File: config.mk
export PLATFORM = sky130hd
export DESIGN_NAME = uart_rx_byte_flat
export DESIGN_NICKNAME = d
export VERILOG_FILES = /design/src/rtl/uart_rx_byte_if.sv /design/src/rtl/uart_rx_byte.sv /design/src/flat_wrapper.sv
export SDC_FILE = /design/constraint.sdc
export NUM_CORES = 1
export LEC_CHECK = 0
export ABC_AREA = 1
export BUFFER_PORTS_ARGS = -buffer_cell sky130_fd_sc_hd__clkbuf_2
export CORE_MARGIN = 2
export CORE_UTILIZATION = 59
export DETAILED_ROUTE_END_ITERATION = 6
export PLACE_DENSITY = 0.78
export SKIP_CTS_REPAIR_TIMING = 1
export SLEW_MARGIN = 20
export SYNTH_ARGS = -nofsm -noshare
export SYNTH_HDL_FRONTEND = slang
export SYNTH_SLANG_ARGS = --single-unit
File: constraint.sdc
create_clock -name CLK -period 1.9 [get_ports CLK]
set_input_delay 0.38 -clock CLK [delete_from_list [all_inputs] [get_ports CLK]]
set_output_delay 0.38 -clock CLK [all_outputs]
set_load 0.005 [all_outputs]
File: src/rtl/uart_rx_byte_if.sv
// uart_rx_byte_if: byte handshake from the UART receiver (master) to its consumer (slave); rdata/rvalid/rready plus frame_err/overrun pulses
interface uart_rx_byte_if;
  logic [7:0] rdata;
  logic       rvalid;
  logic       rready;
  logic       frame_err;
  logic       overrun;
  modport master(output rdata, rvalid, frame_err, overrun, input rready);
  modport slave(input rdata, rvalid, frame_err, overrun, output rready);
endinterface

File: src/rtl/uart_rx_byte.sv
// uart_rx_byte: 8N1 UART receiver; CLK/RST_N (sync, active-low), UART_RX serial in, bus = byte holding register with frame_err/overrun pulses
module uart_rx_byte #(
  parameter int CLK_PER_BIT = 868,
  parameter int HALF_BIT    = CLK_PER_BIT / 2
) (
  input  logic           CLK,
  input  logic           RST_N,
  input  logic           UART_RX,
  uart_rx_byte_if.master bus
);
  localparam int CW = $clog2(CLK_PER_BIT);
  localparam logic [CW-1:0] HALF_END = CW'(HALF_BIT - 1);
  localparam logic [CW-1:0] BIT_END  = CW'(CLK_PER_BIT - 1);
  localparam logic [2:0] IDLE  = 3'd0;
  localparam logic [2:0] START = 3'd1;
  localparam logic [2:0] DATA  = 3'd2;
  localparam logic [2:0] STOP  = 3'd3;
  localparam logic [2:0] BRK   = 3'd4;
  logic [2:0]    state;
  logic [CW-1:0] bit_cnt;
  logic [2:0]    bit_idx;
  logic [7:0]    shift;
  logic          rx_m, rx_s;
  // dlv marks the cycle after a good stop sample, when the byte is offered to the holding register
  logic          dlv;
  always_ff @(posedge CLK) begin
    if (!RST_N) begin
      state         <= IDLE;
      bit_cnt       <= '0;
      bit_idx       <= '0;
      shift         <= '0;
      rx_m          <= 1'b1;
      rx_s          <= 1'b1;
      dlv           <= 1'b0;
      bus.rdata     <= '0;
      bus.rvalid    <= 1'b0;
      bus.frame_err <= 1'b0;
      bus.overrun   <= 1'b0;
    end else begin
      rx_m          <= UART_RX;
      rx_s          <= rx_m;
      dlv           <= 1'b0;
      bus.frame_err <= 1'b0;
      bus.overrun   <= 1'b0;
      if (dlv && (!bus.rvalid || bus.rready)) begin
        bus.rdata  <= shift;
        bus.rvalid <= 1'b1;
      end else if (dlv) bus.overrun <= 1'b1;
      else if (bus.rvalid && bus.rready) bus.rvalid <= 1'b0;
      case (state)
        IDLE: if (!rx_s) begin
          state   <= START;
          bit_cnt <= '0;
        end
        START: if (bit_cnt == HALF_END) begin
          state   <= rx_s ? IDLE : DATA;
          bit_cnt <= '0;
          bit_idx <= '0;
        end else bit_cnt <= bit_cnt + 1'b1;
        DATA: if (bit_cnt == BIT_END) begin
          shift[bit_idx] <= rx_s;
          bit_cnt        <= '0;
          bit_idx        <= bit_idx + 1'b1;
          state          <= (bit_idx == 3'd7) ? STOP : DATA;
        end else bit_cnt <= bit_cnt + 1'b1;
        // returning to IDLE at mid-stop leaves half a bit to catch a back-to-back start edge
        STOP: if (bit_cnt == BIT_END) begin
          bit_cnt       <= '0;
          state         <= rx_s ? IDLE : BRK;
          dlv           <= rx_s;
          bus.frame_err <= !rx_s;
        end else bit_cnt <= bit_cnt + 1'b1;
        // a held-low line must go high before another start can be recognised
        BRK: if (rx_s) state <= IDLE;
        default: state <= IDLE;
      endcase
    end
  end
endmodule

File: src/flat_wrapper.sv
// flat-port wrapper written by rule: the top's interface ports become plain ports
module uart_rx_byte_flat 
#(
  parameter int CLK_PER_BIT = 868,
  parameter int HALF_BIT    = CLK_PER_BIT / 2
)
  (CLK, RST_N, UART_RX, bus_rdata, bus_rvalid, bus_frame_err, bus_overrun, bus_rready);
  uart_rx_byte_if bus_i ();
  input  logic CLK;
  input  logic RST_N;
  input  logic UART_RX;
  output wire logic [$bits(bus_i.rdata)-1:0] bus_rdata;
  output wire logic [$bits(bus_i.rvalid)-1:0] bus_rvalid;
  output wire logic [$bits(bus_i.frame_err)-1:0] bus_frame_err;
  output wire logic [$bits(bus_i.overrun)-1:0] bus_overrun;
  input wire logic [$bits(bus_i.rready)-1:0] bus_rready;
  assign bus_rdata = bus_i.rdata;
  assign bus_rvalid = bus_i.rvalid;
  assign bus_frame_err = bus_i.frame_err;
  assign bus_overrun = bus_i.overrun;
  assign bus_i.rready = bus_rready;
  uart_rx_byte #(.CLK_PER_BIT(CLK_PER_BIT), .HALF_BIT(HALF_BIT)) u_core (.CLK(CLK), .RST_N(RST_N), .UART_RX(UART_RX), .bus(bus_i));
endmodule
==> out/metrics.cfg <==
[finish]
antenna_cells = 0
final_cell_mix = 61 x nand2_1, 47 x nor2_1, 38 x dfxtp_1
fin_nets = 314
area_delta_synth_final_pct = 8.93
layout-drive-gt1-share_pct = 20.2
final_common_cell = nand2_1

[clocking]
path_clk_slew_ps = 110
htree_levels = 2
cts_buffer_depth = 2
cts.sinks = 38
cts_tree = built
clock_latency_ps = 360
cts_root_buffer = clkbuf_4
numCtsBuffers = 5

[logic_synthesis]
synth_xor_xnor_area_share_pct = 0.431
synth_top_family_by_area = simple AND/OR/NAND/NOR gates
synth_area_leaders = dfxtp_1 37%, nand2_1 11%, nor2_1 8.7%
synth_compound_area_share_pct = 11.6
yosysTopAreaCell = dfxtp_1
syn_nets = 295
netlist_area_um2 = 2030
ys_ff_latch = 38
syn_avg_cell_area_um2 = 7.08
netlist.area_leader.share_pct = 37.5
ys_seq_area_share_pct = 37.5
synth_edf_count = 0
ys_warn_count = 0
synthAdderAreaFrac_pct = 2.46
synthFlopType = dfxtp_1
synth-simple-area-share_pct = 38.1
syn_inst = 287
ys_async_sr_fraction_pct = 0
synth.area.mux_share_pct = 0
synth_cell_types = 31

[critical_path]
worstPathCellList = ha_1, nand2_1, nor2_4, nand3_4, nor2_4, nand2_1, nor2_1, nor2_1
ff2ff_path_depth = 8
crit_path_max_incr_delay_ps = 420
crit_slowest_cell = dfxtp_1
cp.depth = 8
worstPathMaxFanout = 5
crit_arrival_ps = 1760
worst_setup_path_end_kind = flop
worstPathRequired_ps = 2160
path_class = flop to flop
startpoint_type = flop
cp_top_family = simple AND/OR/NAND/NOR gates
worst-path-buf-inv = 0

[drt]
remaining_drc_errors = 0
via_count = 1768
initialDrtViolationCount = 141
antenna_left = 0
wl_per_cell_um = 11.5
viasPerCell = 5.01
wl_mm = 4.05
first_pass_iters = 4

[global_routing]
grt-ovfl-total = 0
grt_pass1_wl_mm = 7.25
grt_max_degree = 18
grt_usage_pct = 23.5
grt_pass1_vias = 1686
antenna_found_initial = 0

[floorplanning]
placeableCoreArea_um2 = 3310
die_h_um = 62.7
fp.dieW_um = 62.7
die_area_um2 = 3930
io_pins = 15
initial_core_util_pct = 61.3
rows = 21

[placed_design]
hpwl_mm = 2.94
io_buffers = 14
post-place-ws_ps = 441
gp_congestion = 0.975

[power_and_ir_drop]
p_leak_uw = 0.000987
irDropWorstVdd_v = 0.000690
power.density_nw_per_um2 = 881

[sta]
fin_crit_sh_pct = 78.7
relSlewSlack_pct = 77.9
tightest_slew_ps = 330
fin_crit_ps = 1500
rsz0062_at_grt = false
fin_skew_ps = 8.87
finalMaxSlewViolations = 0
hold_viol = 0
finalSetupTns_ps = 0
fmax_ghz = 0.668
setup_ws_ps = 404
setup_viol = 0

[worst_hold_path]
hold_depth = 2
min_path_type = primary input to flop

[flow_run]
maxCapViolations = 0

[run_status]
outcome = completed

-- registers in the layout (all words and copies together) (netlist names), 3 cells and up --
signal,count
u_core.bit_cnt,10
u_core.bit_idx,3
u_core.bus.rdata,8
u_core.shift,8
u_core.state,3
-- area by class of cell --
type / instances / area (um2)
fill: 299 / 1100
multi-input combinational: 201 / 1070
sequential: 38 / 761
inverter: 42 / 160
timing repair buffer: 18 / 100
tap: 46 / 57.6
clock buffer: 6 / 51.3
clock inverter: 2 / 12.5
-- worst reg2reg max path: stages (launching register included) --
cell and delay [ps]:
dfxtp_1 420, ha_1 260, nand2_1 120, nor2_4 120
nand3_4 120, nor2_4 140, nand2_1 70, nor2_1 110
nor2_1 60
-- path summary, 6_finish.rpt --
path	start	to	slack [ps]
hold reg to reg	u_core.rx_m$_SDFF_PN1_	u_core.rx_s$_SDFF_PN1_	430
hold / removal	UART_RX	u_core.rx_m$_SDFF_PN1_	210
setup reg to reg	u_core.bit_cnt[0]$_SDFFE_PN0P_	u_core.shift[7]$_SDFFE_PN0P_	400
setup / recovery	u_core.bit_cnt[0]$_SDFFE_PN0P_	u_core.shift[7]$_SDFFE_PN0P_	400
-- cells in the mapped netlist, types with 4 or more instances --
| library cell | n |
|---|---|
| inv_1 | 33 |
| inv_2 | 6 |
| o21ai_0 | 12 |
| nor2_1 | 47 |
| a21oi_1 | 16 |
| o21ai_1 | 5 |
| ha_1 | 4 |
| nand2_1 | 61 |
| nor2_2 | 6 |
| nand4_1 | 7 |
| dfxtp_1 | 38 |
| nand3_1 | 13 |
| nor2_4 | 5 |
-- routing by layer --
layer | global-route usage [%] | part of all wire, % | vias to the layer above
met3 | 6.31 | 4.9 | 10
met2 | 37.0 | 43 | 38
met4 | 10.8 | 2.0 | 0
li1 | - | - | 946
met1 | 30.1 | 50 | 774
met5 | 0 | 0 | -
-- cell families after synthesis --
logic type,after synthesis
compound gates,41
xor+xnor,1
fa+ha+maj,4
buf+inv,48
flops,38
simple gates,155
-- through the flow --
step                      hold slack (ps)  total power, uW  area, um2  util, %  std cells
after global placement                395             1500       2150     64.9        345
after detailed placement              400             1510       2150     64.9        345
after CTS                             197             1960       2210     66.8        353
final                                 206             1950       2210     66.8        353
after floorplan                       393             1400       2030        -        287
after global routing                  202             2090       2210     66.8        353
-- report_power, final --
part	leakage (uW)	internal (uW)	switching, uW
Combinational	0.000645	187	372
Sequential	0.000307	851	86.1
Clock	0.0000343	178	275
Total	0.000987	1220	733
(Power assumes the default switching activity.)
